--- src/rtl/ysyx_25030077_ifu_if.sv ---
// Instruction-memory port between the fetch unit and memory.
// Request:  io_imem_req_valid / io_imem_req_ready / io_imem_req_addr
// Response: io_imem_resp_valid / io_imem_resp_data / io_imem_resp_err
// master = fetch unit side, slave = memory side.
interface ysyx_25030077_ifu_if;
    logic        io_imem_req_valid;
    logic        io_imem_req_ready;
    logic [31:0] io_imem_req_addr;
    logic        io_imem_resp_valid;
    logic [31:0] io_imem_resp_data;
    logic        io_imem_resp_err;

    modport master (
        output io_imem_req_valid,
        output io_imem_req_addr,
        input  io_imem_req_ready,
        input  io_imem_resp_valid,
        input  io_imem_resp_data,
        input  io_imem_resp_err
    );

    modport slave (
        input  io_imem_req_valid,
        input  io_imem_req_addr,
        output io_imem_req_ready,
        output io_imem_resp_valid,
        output io_imem_resp_data,
        output io_imem_resp_err
    );
endinterface

--- src/rtl/ysyx_25030077_ifu.sv ---
// Instruction fetch unit: holds the PC, fetches one instruction at a time
// over the imem port, presents it to execute and waits for commit.
// Ports:
//   clock, reset        - clock, synchronous active-high reset
//   imem                - instruction-memory request/response (master)
//   io_pc_next/commit/halt - commit information from execute
//   io_inst_valid, io_instruction, io_pc_count - fetched instruction and PC
//   io_fetch_fault, io_fault_cause, io_halted  - sticky status
//   io_retired          - committed instruction count
module ysyx_25030077_ifu #(
    parameter logic [31:0] RESET_PC = 32'h8000_0000,
    parameter int unsigned TIMEOUT  = 16
) (
    input  logic                       clock,
    input  logic                       reset,
    ysyx_25030077_ifu_if.master        imem,
    input  logic [31:0]                io_pc_next,
    input  logic                       io_commit,
    input  logic                       io_halt,
    output logic                       io_inst_valid,
    output logic [31:0]                io_instruction,
    output logic [31:0]                io_pc_count,
    output logic                       io_fetch_fault,
    output logic [1:0]                 io_fault_cause,
    output logic                       io_halted,
    output logic [31:0]                io_retired
);

    localparam int unsigned CNT_W = 32;

    typedef enum logic [2:0] {
        S_FETCH = 3'd0,
        S_WAIT  = 3'd1,
        S_EXEC  = 3'd2,
        S_HALT  = 3'd3,
        S_FAULT = 3'd4
    } state_t;

    state_t             r_state;
    state_t             w_state_nxt;
    logic [31:0]        r_pc;
    logic [31:0]        r_instruction;
    logic [31:0]        r_retired;
    logic [CNT_W-1:0]   r_wait_cnt;
    logic [CNT_W-1:0]   w_wait_cnt_inc;
    logic [1:0]         r_fault_cause;
    logic [1:0]         w_fault_cause_nxt;
    logic               w_aligned;
    logic               w_req_fire;
    logic               w_resp_ok;
    logic               w_commit;

    assign w_aligned      = (r_pc[1:0] == 2'b00);
    assign w_req_fire     = (r_state == S_FETCH) && w_aligned && imem.io_imem_req_ready;
    assign w_resp_ok      = (r_state == S_WAIT) && imem.io_imem_resp_valid && !imem.io_imem_resp_err;
    assign w_commit       = (r_state == S_EXEC) && io_commit;
    assign w_wait_cnt_inc = r_wait_cnt + CNT_W'(1);

    // State register
    always_ff @(posedge clock) begin
        if (reset) r_state <= S_FETCH;
        else       r_state <= w_state_nxt;
    end

    // Next-state and fault-cause selection; a response beats a same-cycle timeout
    always_comb begin
        w_state_nxt       = r_state;
        w_fault_cause_nxt = r_fault_cause;
        case (r_state)
            S_FETCH: begin
                if (!w_aligned) begin
                    w_state_nxt       = S_FAULT;
                    w_fault_cause_nxt = 2'd1;
                end else if (imem.io_imem_req_ready) begin
                    w_state_nxt = S_WAIT;
                end
            end
            S_WAIT: begin
                if (imem.io_imem_resp_valid) begin
                    if (imem.io_imem_resp_err) begin
                        w_state_nxt       = S_FAULT;
                        w_fault_cause_nxt = 2'd2;
                    end else begin
                        w_state_nxt = S_EXEC;
                    end
                end else if ((TIMEOUT != 0) && (w_wait_cnt_inc == CNT_W'(TIMEOUT))) begin
                    w_state_nxt       = S_FAULT;
                    w_fault_cause_nxt = 2'd3;
                end
            end
            S_EXEC: begin
                if (io_commit) w_state_nxt = io_halt ? S_HALT : S_FETCH;
            end
            S_HALT:  w_state_nxt = S_HALT;
            S_FAULT: w_state_nxt = S_FAULT;
            default: w_state_nxt = S_FETCH;
        endcase
    end

    // Outputs decoded from state; request is suppressed while reset is held
    always_comb begin
        imem.io_imem_req_valid = !reset && (r_state == S_FETCH) && w_aligned;
        io_inst_valid          = (r_state == S_EXEC);
        io_fetch_fault         = (r_state == S_FAULT);
        io_halted              = (r_state == S_HALT);
    end

    // Datapath: PC, instruction latch, retire and wait counters, fault cause
    always_ff @(posedge clock) begin
        if (reset) begin
            r_pc          <= RESET_PC;
            r_instruction <= 32'h0;
            r_retired     <= 32'h0;
            r_wait_cnt    <= '0;
            r_fault_cause <= 2'd0;
        end else begin
            r_fault_cause <= w_fault_cause_nxt;
            if (w_req_fire)            r_wait_cnt <= '0;
            else if (r_state == S_WAIT) r_wait_cnt <= w_wait_cnt_inc;
            if (w_resp_ok) r_instruction <= imem.io_imem_resp_data;
            if (w_commit) begin
                r_pc      <= io_pc_next;
                r_retired <= r_retired + 32'd1;
            end
        end
    end

    assign imem.io_imem_req_addr = r_pc;
    assign io_pc_count           = r_pc;
    assign io_instruction        = r_instruction;
    assign io_retired            = r_retired;
    assign io_fault_cause        = r_fault_cause;

endmodule

--- src/flat_wrapper.sv ---
// flat-port wrapper written by rule: the top's interface ports become plain ports
module ysyx_25030077_ifu_flat 
#(
    parameter logic [31:0] RESET_PC = 32'h8000_0000,
    parameter int unsigned TIMEOUT  = 16
)
  (clock, reset, io_pc_next, io_commit, io_halt, io_inst_valid, io_instruction, io_pc_count, io_fetch_fault, io_fault_cause, io_halted, io_retired, imem_io_imem_req_valid, imem_io_imem_req_addr, imem_io_imem_req_ready, imem_io_imem_resp_valid, imem_io_imem_resp_data, imem_io_imem_resp_err);
  ysyx_25030077_ifu_if imem_i ();
  input  logic clock;
  input  logic reset;
  input  logic [31:0] io_pc_next;
  input  logic io_commit;
  input  logic io_halt;
  output logic io_inst_valid;
  output logic [31:0] io_instruction;
  output logic [31:0] io_pc_count;
  output logic io_fetch_fault;
  output logic [1:0] io_fault_cause;
  output logic io_halted;
  output logic [31:0] io_retired;
  output wire logic [$bits(imem_i.io_imem_req_valid)-1:0] imem_io_imem_req_valid;
  output wire logic [$bits(imem_i.io_imem_req_addr)-1:0] imem_io_imem_req_addr;
  input wire logic [$bits(imem_i.io_imem_req_ready)-1:0] imem_io_imem_req_ready;
  input wire logic [$bits(imem_i.io_imem_resp_valid)-1:0] imem_io_imem_resp_valid;
  input wire logic [$bits(imem_i.io_imem_resp_data)-1:0] imem_io_imem_resp_data;
  input wire logic [$bits(imem_i.io_imem_resp_err)-1:0] imem_io_imem_resp_err;
  assign imem_io_imem_req_valid = imem_i.io_imem_req_valid;
  assign imem_io_imem_req_addr = imem_i.io_imem_req_addr;
  assign imem_i.io_imem_req_ready = imem_io_imem_req_ready;
  assign imem_i.io_imem_resp_valid = imem_io_imem_resp_valid;
  assign imem_i.io_imem_resp_data = imem_io_imem_resp_data;
  assign imem_i.io_imem_resp_err = imem_io_imem_resp_err;
  ysyx_25030077_ifu #(.RESET_PC(RESET_PC), .TIMEOUT(TIMEOUT)) u_core (.clock(clock), .reset(reset), .imem(imem_i), .io_pc_next(io_pc_next), .io_commit(io_commit), .io_halt(io_halt), .io_inst_valid(io_inst_valid), .io_instruction(io_instruction), .io_pc_count(io_pc_count), .io_fetch_fault(io_fetch_fault), .io_fault_cause(io_fault_cause), .io_halted(io_halted), .io_retired(io_retired));
endmodule
--- config.mk ---
export PLATFORM = sky130hd
export DESIGN_NAME = ysyx_25030077_ifu_flat
export DESIGN_NICKNAME = d
export VERILOG_FILES = /design/src/rtl/ysyx_25030077_ifu_if.sv /design/src/rtl/ysyx_25030077_ifu.sv /design/src/flat_wrapper.sv
export SDC_FILE = /design/constraint.sdc
export NUM_CORES = 1
export LEC_CHECK = 0
export CORE_MARGIN = 3
export CORE_UTILIZATION = 50
export CTS_BUF_LIST = sky130_fd_sc_hd__clkbuf_8 sky130_fd_sc_hd__clkbuf_16
export DETAILED_ROUTE_END_ITERATION = 10
export PLACE_DENSITY_LB_ADDON = 0.15
export SLEW_MARGIN = 5
export SYNTH_ARGS = -nofsm -noshare
export SYNTH_HDL_FRONTEND = slang
export SYNTH_SLANG_ARGS = --single-unit
--- constraint.sdc ---
create_clock -name clock -period 7.9 [get_ports clock]
set_input_delay 1.58 -clock clock [delete_from_list [all_inputs] [get_ports clock]]
set_output_delay 1.58 -clock clock [all_outputs]
set_load 0.02 [all_outputs]
# [Word level (Yosys, flattened, before mapping)]
# Cells that the tools add are included.
[word_totals] word_cells=46 out_inout_bits=134 in_bits=71 ff_bits=133
[op_classes] mux=13 eq_ne=10 n_reduce_logical=15 n_addsub=2
[op_table] op="adder 32 x 1 -> 32 bit, second input constant" count=2
[op_table] op="equality test 32 x 5 -> 1 bit, second input constant" count=1
[op_table] op="2-to-1 mux 3 bit" count=6
[op_table] op="case mux 3 bit (5 select lines)" count=1
[op_table] op="2-to-1 mux 2 bit" count=5
[op_table] op="logical AND 1 bit" count=7
[op_table] op="equality test 3 x 2 -> 1 bit, second input constant" count=2
[op_table] op="!= test 3 bit, second input constant" count=2
[op_table] op="!= test 2 bit, second input constant" count=2
[op_table] op="case mux 2 bit (2 select lines)" count=1
[op_table] op="AND reduction 4 bit" count=1
[op_table] op="equality test 3 x 1 -> 1 bit, second input constant" count=1
[op_table] op="equality test 3 bit, second input constant" count=1
[op_table] op="zero test 3 bit" count=1
[op_table] op="!= test 3 x 2 -> 1 bit, second input constant" count=1
[op_table] op="AND reduction 3 bit" count=1
[op_table] op="zero test 1 bit" count=2
[op_table] op="zero test 2 bit" count=1
[op_table] op="nonzero test 2 bit" count=1
[op_table] op="OR reduction 2 bit" count=1

# [Depth between registers and ports, before layout]
# Gate-level depths: netlist of run 1.
[logic_depth] ltp_word=5 ltp_mapped=9 mapped_depth_nobuf=9

# [Worst setup path after synthesis of run 1]
# OpenSTA, ideal clock, no wires.
[synth_timing] kind="input-to-output" from="in reset" to="out imem_io_imem_req_valid" path_slack_ps=3747 n_path_buf=3 required_time_ps=6320 arrival_time_ps=2573 cell_stages=4 cell_sequence="clkbuf_1 > clkbuf_1 > buf_1 > nor2_1"
[synth_between] elab_chain_len=3
[synth_lines] element="start: declaration" line_no="flat_wrapper.sv:10" source="input logic reset;"
[synth_lines] element="zero test 1 bit" line_no="ysyx_25030077_ifu.sv:102" source="imem.io_imem_req_valid = !reset && (r_state == S_FETCH) && w_aligned;"
[synth_lines] element="logical AND 1 bit (2 in series)" line_no="ysyx_25030077_ifu.sv:102"
[synth_lines] element="end: declaration" line_no="flat_wrapper.sv:21" source="output wire logic [$bits(imem_i.io_imem_req_valid)-1:0] imem_io_imem_req_valid;"
# No other way between the ends.

# [Worst setup path after layout of run 1]
# Ends and elaborated chain as after synthesis.

==> results of run 1 <==
## flip-flops by register name, indices dropped and copies added (netlist names)
register and cells:
u_core.io_instruction 32, u_core.io_retired 32, u_core.imem.io_imem_req_addr 32, u_core.r_state 3, u_core.r_wait_cnt 32, u_core.io_fault_cause 2
## synthesized netlist by cell type (all sizes together) (2+ instances only)
master  count
nand2     178
nor3b       4
buf        45
nor3       11
a21oi      76
nor4        6
nand3      28
xnor2      26
dfxtp     133
and3       15
a311oi      3
mux2i       3
o21ai      15
nand4      15
nor2b       5
or2         2
xor2       42
o21a        2
inv         7
nor2       72
and4        2
o211a       2
a31oi       4
a21boi      2
ha          3
or3        11
and2        4
clkbuf     28
## power by group
group / switching (mW) / internal [mW]
combinational: 0.239 / 0.193
sequential: 0.0437 / 0.716
clock: 0.300 / 0.475
## layer usage
metal	global-route usage (%)	wire length, um	vias up	share of wire [%]
li1	-	-	2815	-
met1	27.36	6612	2607	39
met2	42.33	8527	213	51
met3	6.425	1044	44	6.2
met4	13.15	682	0	4.0
met5	0	0	-	0
## layout make-up
class                   count  area, um^2
clock inverters            14       152.6
repair buffers            207        2059
clock buffers              18       439.2
fillers                   868        3141
inverters                   7       26.28
well taps                 143       178.9
multi-input cells         545        3003
flip-flops and latches    133        2663
## worst max-delay path by stage
stage,startpoint,cells after the start,to,slack (ps)
after floorplan,reset,4,imem_io_imem_req_valid,3750
after global placement,reset,3,imem_io_imem_req_valid,3880
after detailed placement,io_commit,9,u_core.io_retired[27],3800
after CTS,reset,3,imem_io_imem_req_valid,3860
after global routing,reset,3,imem_io_imem_req_valid,3850
final,reset,3,imem_io_imem_req_valid,3870
## cell usage in the layout, fill, tap and decap left out, types with 5 or more instances in the layout
cell type	n
sky130_fd_sc_hd__and3_1	12
sky130_fd_sc_hd__xnor2_1	26
sky130_fd_sc_hd__nor3_1	8
sky130_fd_sc_hd__nor2b_1	5
sky130_fd_sc_hd__a21oi_1	76
sky130_fd_sc_hd__o21ai_0	15
sky130_fd_sc_hd__clkdlybuf4s50_1	203
sky130_fd_sc_hd__dfxtp_1	133
sky130_fd_sc_hd__nand2_1	178
sky130_fd_sc_hd__nand4_1	13
sky130_fd_sc_hd__inv_1	7
sky130_fd_sc_hd__clkbuf_16	17
sky130_fd_sc_hd__nor2_1	71
sky130_fd_sc_hd__xor2_1	42
sky130_fd_sc_hd__nand3_1	26
sky130_fd_sc_hd__or3_1	10
## cells by family (layout without fill, tap and decap cells)
group / after synthesis / after routing
AO/OA/AOI/OAI: 112 / 112
XOR/XNOR: 68 / 68
adder cells (fa/ha/maj): 3 / 3
buffers and inverters: 80 / 246
flip-flops: 133 / 133
multiplexers: 3 / 3
AND/OR/NAND/NOR: 359 / 359
## tightest hold or removal path, stage by stage, from the launching register on
cell,delay (ps)
sky130_fd_sc_hd__dfxtp_1,300
sky130_fd_sc_hd__nand2_1,50
sky130_fd_sc_hd__a21oi_1,50
## metrics by stage
| stage | worst slack [ps] | hold slack (ps) | cells | util [%] |
|---|---|---|---|---|
| 3_5_place_dp | 3800 | 447.2 | 1035 | 68.00 |
| 4_1_cts | 3863 | 455.2 | 1067 | 73.07 |
| 3_3_place_gp | 3876 | 441.2 | 1035 | 68.00 |
| 2_1_floorplan | 3747 | 502.6 | 758 | - |
| 5_1_grt | 3847 | 471.0 | 1067 | 73.07 |
| 6_report | 3873 | 452.2 | 1067 | 73.07 |
==> results_tabular.tex, run 1 <==
\begin{tabular}{lr}
\hline
Metric & Value \\
\hline
\multicolumn{2}{l}{\textbf{Synthesis}} \\
Share of the yosys chip area belonging to registers & 43.74\% \\
Adder-cell area share of the yosys netlist & 0.6166\% \\
Post-synthesis cell count & between 700 and 800 \\
Number of flops mapped to enable cells by yosys & 0 \\
Top post-synthesis cells by area & sky130\_fd\_sc\_hd\_\_dfxtp\_1 (44\%), sky130\_fd\_sc\_hd\_\_nand2\_1 (11\%), sky130\_fd\_sc\_hd\_\_a21oi\_1 (6.2\%) \\
Dominant combinational cell family by area after synthesis & simple AND/OR/NAND/NOR gates \\
Simple-gate portion of the synthesized area & roughly 28\% \\
Yosys warnings & 0 \\
Syn\_area\_per\_cell & between 8 and 9 um\^{}2 \\
Post-Syn Area & approximately 6100 um\^{}2 \\
Flops \& latches, synth & around 130 \\
Post-synthesis mux area share & less than 1\% \\
Async set-reset flop share out of synthesis & 0\% \\
Post-synthesis compound-gate area fraction & between 10\% and 20\% \\
Yosys cell types & 52 \\
Top cell type's share of synthesized area & about 44\% \\
Net Count, Synth & 832 \\
Most area-hungry cell type in the Yosys netlist & sky130\_fd\_sc\_hd\_\_dfxtp\_1 \\
Xor-xnor portion of the synthesized cell area & 9.784\% \\
Dominant synthesized flop cell & sky130\_fd\_sc\_hd\_\_dfxtp\_1 \\
\multicolumn{2}{l}{\textbf{Floorplan}} \\
FP Rows & 39 \\
Die Wd & $\sim$120 um \\
Core area & between 10,000 and 15,000 um\^{}2 \\
Floorplan die area & between 10,000 and 15,000 um\^{}2 \\
Number of I/O pins & between 200 and 250 \\
Starting density of the core & between 50 and 60\% \\
Die extent in y & about 120 um \\
\multicolumn{2}{l}{\textbf{Global routing}} \\
Wire length of the first global-routing pass & around 26,000 um \\
Via count of the first global-routing pass & $\sim$5,400 \\
Global routing usage summed across all routing layers & approximately 24\% \\
Largest net degree at the start of global routing & 100 \\
Initial antenna violation count & 0 \\
Sum of overflow across all layers after global routing & 0 \\
\multicolumn{2}{l}{\textbf{Clock tree}} \\
Postcts setup bufs & 0 \\
Hold-fix buffers at CTS & 0 \\
Post-cts repair resize count & 0 \\
Maximum count of clock buffers along a single path & 2 \\
Clock insertion delay at the later pin of the skew report & between 400 and 500 ps \\
CTS root buffer & sky130\_fd\_sc\_hd\_\_clkbuf\_16 \\
Clock transition at path regs & $\sim$60 ps \\
H-tree lvl count & 4 \\
CTS Buf Count & 17 \\
Clock Sink Count & approximately 130 \\
Clock tree from TritonCTS & yes \\
\multicolumn{2}{l}{\textbf{Power}} \\
Power density cells & approximately 230 nW/um\^{}2 \\
Maximum ir drop on the vdd rail & 0.1654 mV \\
Total power of the final layout & just under 2 mW \\
Leakage power summed over all cells & about 3 nW \\
\multicolumn{2}{l}{\textbf{Timing}} \\
Worst Max-Slew Pin Slew & 1155 ps \\
Final period demand of the worst path & around 4000 ps \\
Final total negative setup slack & 0 ps \\
Post-route fraction of the period consumed by the critical path & about 50\% \\
Maximum clock rate & approximately 250 MHz \\
Number of hold violations in the final report & 0 \\
Setup violations, final & 0 \\
Unrepaired setup endpoints after global routing & no \\
Max Clock Skew & between 8 and 9 ps \\
Normalized max-slew margin & between 20\% and 30\% \\
Final Slew Violations & 0 \\
\multicolumn{2}{l}{\textbf{Critical path}} \\
Standard cell with the maximum stage delay on the critical path & sky130\_fd\_sc\_hd\_\_clkdlybuf4s50\_1 \\
Register-to-register setup slack & between 4000 and 5000 ps \\
Largest driver fanout on the critical path & 2 \\
Largest stage delay, worst path & just over 600 ps \\
Critical Path Sink Type & output port \\
Buffer and inverter count on the worst path & 2 \\
Worst R2R Start & u\_core.r\_wait\_cnt[3] \\
Arrival time worst endpoint & 2450 ps \\
Crit Reg-Reg Endpoint & u\_core.r\_state[1] \\
Type of the worst setup path & in2out \\
Required time at the endpoint of the critical path & approximately 6300 ps \\
Ordered cell list for the critical path & buf\_2 > nor2\_1 > clkdlybuf4s50\_1 \\
Worst Reg-to-Reg Cells & 8 \\
Kind of start point of the critical path & input pin \\
Largest delay contributor family on the critical path & buffers and inverters \\
\multicolumn{2}{l}{\textbf{Place}} \\
Final Wtd Congestion & between 0.9 and 1 \\
Total of buffers placed on input and output ports & a little over 200 \\
Post-Place Cell Area & roughly 7900 um\^{}2 \\
HPWL after DPL & 12,120 um \\
\multicolumn{2}{l}{\textbf{Layout}} \\
Relative area change from synthesis to final layout & 40.00\% \\
Fraction of final layout cells sized beyond drive strength 1 & under 10\% \\
Ant diodes & 0 \\
Final net count & between 900 and 1,000 \\
Final design instance area without fill & 8522 um\^{}2 \\
\multicolumn{2}{l}{\textbf{Routing}} \\
Wire length per cell & 15.81 um \\
Routed WL & $\sim$17,000 um \\
Number of nets with antenna violations after detailed routing & 0 \\
Total DRC errors in the routed layout & 0 \\
Drt pass-1 iters & 5 \\
Via density per instance & around 5.3 \\
Via count & 5,679 \\
Initial DRC Count & approximately 430 \\
\multicolumn{2}{l}{\textbf{Min path}} \\
Hold path depth & 2 \\
Hold path start & u\_core.io\_instruction[26] \\
Classification of the worst-slack hold path & reg2reg \\
Hold endpoint & u\_core.io\_instruction[26] \\
\multicolumn{2}{l}{\textbf{Flow run}} \\
Maximum Capacitance Violations & 0 \\
\multicolumn{2}{l}{\textbf{Run status}} \\
Run status & finished clean \\
\hline
\end{tabular}
(Power assumes the default switching activity.)
==> inputs of run 2 (changes only) <==
--- a/config.mk
+++ b/config.mk
@@ -6,7 +6,7 @@
 export NUM_CORES = 1
 export LEC_CHECK = 0
 export CORE_MARGIN = 3
-export CORE_UTILIZATION = 50
+export CORE_UTILIZATION = 42
 export CTS_BUF_LIST = sky130_fd_sc_hd__clkbuf_8 sky130_fd_sc_hd__clkbuf_16
 export DETAILED_ROUTE_END_ITERATION = 10
 export PLACE_DENSITY_LB_ADDON = 0.15
==> constraint.sdc (replaced) <==
create_clock -name clock -period 3.35 [get_ports clock]
set_input_delay 0.67 -clock clock [delete_from_list [all_inputs] [get_ports clock]]
set_output_delay 0.67 -clock clock [all_outputs]
set_load 0.02 [all_outputs]
==> run 2 against run 1 <==
Against the previous run:
- power rose by 150%
- sequential share of layout area down 0.67 points
- global-route usage decreased by 4.1 points
- core utilization shrank 11 points
- register-to-register slack worse by 4200 ps
- critical path type is now reg2reg
- highest routed layer unchanged
==> results_tabular.tex, run 2 (same netlist as run 1, synthesis figures left out) <==
\begin{tabular}{lr}
\hline
Metric & Value \\
\hline
\multicolumn{2}{l}{\textbf{Layout}} \\
Leading cell types in the layout, fill and taps excluded & sky130\_fd\_sc\_hd\_\_clkdlybuf4s50\_1 (203), sky130\_fd\_sc\_hd\_\_nand2\_1 (178), sky130\_fd\_sc\_hd\_\_dfxtp\_1 (132) \\
Relative area change from synthesis to final layout & 43.14\% \\
Most common cell after layout, fill and taps aside & sky130\_fd\_sc\_hd\_\_clkdlybuf4s50\_1 \\
Fraction of final layout cells sized beyond drive strength 1 & about 7.3\% \\
Final net count & 995 \\
Ant diodes & 0 \\
\multicolumn{2}{l}{\textbf{Floorplan}} \\
Die Wd & 126.4 um \\
Core area & around 14,000 um\^{}2 \\
Number of I/O pins & just over 200 \\
Floorplan die area & roughly 16,000 um\^{}2 \\
Starting density of the core & between 40\% and 50\% \\
Die extent in y & 126.4 um \\
FP Rows & 43 \\
\multicolumn{2}{l}{\textbf{Routing}} \\
Via density per instance & 5.061 \\
Via count & $\sim$5,600 \\
Drt pass-1 iters & 4 \\
Total DRC errors in the routed layout & 0 \\
Wire length per cell & 14.70 um \\
Number of nets with antenna violations after detailed routing & 0 \\
Routed WL & 16,370 um \\
Initial DRC Count & 240 \\
\multicolumn{2}{l}{\textbf{Timing}} \\
Number of hold violations in the final report & 0 \\
Unrepaired setup endpoints after global routing & no \\
Setup violations, final & 0 \\
Post-route fraction of the period consumed by the critical path & a little over nine tenths \\
Max Clock Skew & roughly 7.4 ps \\
Normalized max-slew margin & about 32\% \\
Final period demand of the worst path & roughly 3100 ps \\
Worst Max-Slew Pin Slew & between 1000 and 1500 ps \\
Maximum clock rate & 317.5 MHz \\
Final Slew Violations & 0 \\
Final total negative setup slack & 0 ps \\
\multicolumn{2}{l}{\textbf{Power}} \\
Leakage power summed over all cells & approximately 3.1 nW \\
Maximum ir drop on the vdd rail & between 0.4 and 0.5 mV \\
Power density cells & 558.2 nW/um\^{}2 \\
Total power of the final layout & about 5 mW \\
\multicolumn{2}{l}{\textbf{Clock tree}} \\
Clock insertion delay at the later pin of the skew report & approximately 420 ps \\
Clock Sink Count & about 130 \\
CTS Buf Count & 17 \\
CTS root buffer & sky130\_fd\_sc\_hd\_\_clkbuf\_16 \\
Clock tree from TritonCTS & yes \\
Hold-fix buffers at CTS & 0 \\
H-tree lvl count & 4 \\
Maximum count of clock buffers along a single path & 2 \\
Clock transition at path regs & 60 ps \\
\multicolumn{2}{l}{\textbf{Critical path}} \\
Critical Path Sink Type & flop \\
Required time at the endpoint of the critical path & about 3700 ps \\
Arrival time worst endpoint & 3460 ps \\
Largest driver fanout on the critical path & 7 \\
Type of the worst setup path & reg2reg \\
Kind of start point of the critical path & flop \\
\multicolumn{2}{l}{\textbf{Global routing}} \\
Initial antenna violation count & 0 \\
Sum of overflow across all layers after global routing & 0 \\
Largest net degree at the start of global routing & 100 \\
Global routing usage summed across all routing layers & approximately a fifth \\
Via count of the first global-routing pass & 5,423 \\
Wire length of the first global-routing pass & $\sim$27,000 um \\
\multicolumn{2}{l}{\textbf{Place}} \\
Total of buffers placed on input and output ports & $\sim$200 \\
HPWL after DPL & approximately 12,000 um \\
Final Wtd Congestion & 0.8890 \\
\multicolumn{2}{l}{\textbf{Run status}} \\
Run status & finished clean \\
\multicolumn{2}{l}{\textbf{Flow run}} \\
Maximum Capacitance Violations & 0 \\
\multicolumn{2}{l}{\textbf{Min path}} \\
Classification of the worst-slack hold path & reg2reg \\
\hline
\end{tabular}
run 2: cell count changes in the layout (fill, tap and decap cells not counted):
cell | previous run | this run
sky130_fd_sc_hd__inv_1 | 7 | 9
sky130_fd_sc_hd__buf_4 | 3 | 13
sky130_fd_sc_hd__ha_4 | 0 | 1
sky130_fd_sc_hd__inv_6 | 2 | 1
sky130_fd_sc_hd__clkinv_4 | 4 | 2
sky130_fd_sc_hd__bufinv_16 | 2 | 5
sky130_fd_sc_hd__clkinvlp_4 | 4 | 2
sky130_fd_sc_hd__dfxtp_1 | 133 | 132
sky130_fd_sc_hd__dfxtp_2 | 0 | 1
sky130_fd_sc_hd__ha_1 | 3 | 2
run 2: routing by layer:
| metal | vias to the layer above | track usage, % | wire [um] |
|---|---|---|---|
| met5 | - | 0 | 0 |
| met4 | 0 | 9.401 | 469 |
| met1 | 2622 | 24.58 | 6947 |
| met2 | 163 | 34.46 | 8054 |
| met3 | 31 | 4.463 | 902 |
| li1 | 2822 | - | - |
run 2: critical path, cell delays in order (launching register included):
cell and delay [ps]:
sky130_fd_sc_hd__dfxtp_1 470, sky130_fd_sc_hd__ha_4 220, sky130_fd_sc_hd__nand4_4 160, sky130_fd_sc_hd__nor3_4 280, sky130_fd_sc_hd__nand3_4 130, sky130_fd_sc_hd__or3_1 360, sky130_fd_sc_hd__a2111o_1 420, sky130_fd_sc_hd__or4_4 580
sky130_fd_sc_hd__a211o_1 310, sky130_fd_sc_hd__o211a_1 120
run 2: what timing repair did:
| action | CTS | global route |
|---|---|---|
| endpoints found under the setup margin | 0 | 1 |
| setup buffers | 0 | 1 |
| gates resized for setup | 0 | 3 |
run 2: final cells by class:
type                       count  area (um^2)
clock buffer                  18        439.2
timing repair buffer         217         2135
multi-input combinational    545         3015
inverter                       7        26.28
clock inverter                14        209.0
fill                        1199         5329
sequential                   133         2664
tap                          180        225.2
run 2: worst paths after layout:
path         cells past startpoint                         to  slack [ps]                      start
min reg2reg                      2  u_core.io_instruction[13]         460  u_core.io_instruction[13]
min                              2  u_core.io_instruction[13]         460  u_core.io_instruction[13]
max                              9          u_core.r_state[1]         200       u_core.r_wait_cnt[1]
max reg2reg                      9          u_core.r_state[1]         200       u_core.r_wait_cnt[1]
run 2: through the flow:
step	area, um^2	instances	hold WS [ps]	utilization [%]	worst slack (ps)
detailed placement	8044	1081	450.4	57.28	104.6
global placement	8044	1081	440.4	57.28	198.8
CTS	8692	1113	458.4	61.90	80.94
floorplan	6087	758	502.6	-	336.3
finish	8713	1114	455.9	62.05	200.8
global route	8713	1114	475.6	62.05	61.46
run 2: power breakdown:
part	leakage (nW)	switching (mW)	total (mW)	internal [mW]
combinational	1.66	0.570	1.04	0.470
sequential	1.07	0.108	1.80	1.69
clock	0.319	0.692	2.03	1.33
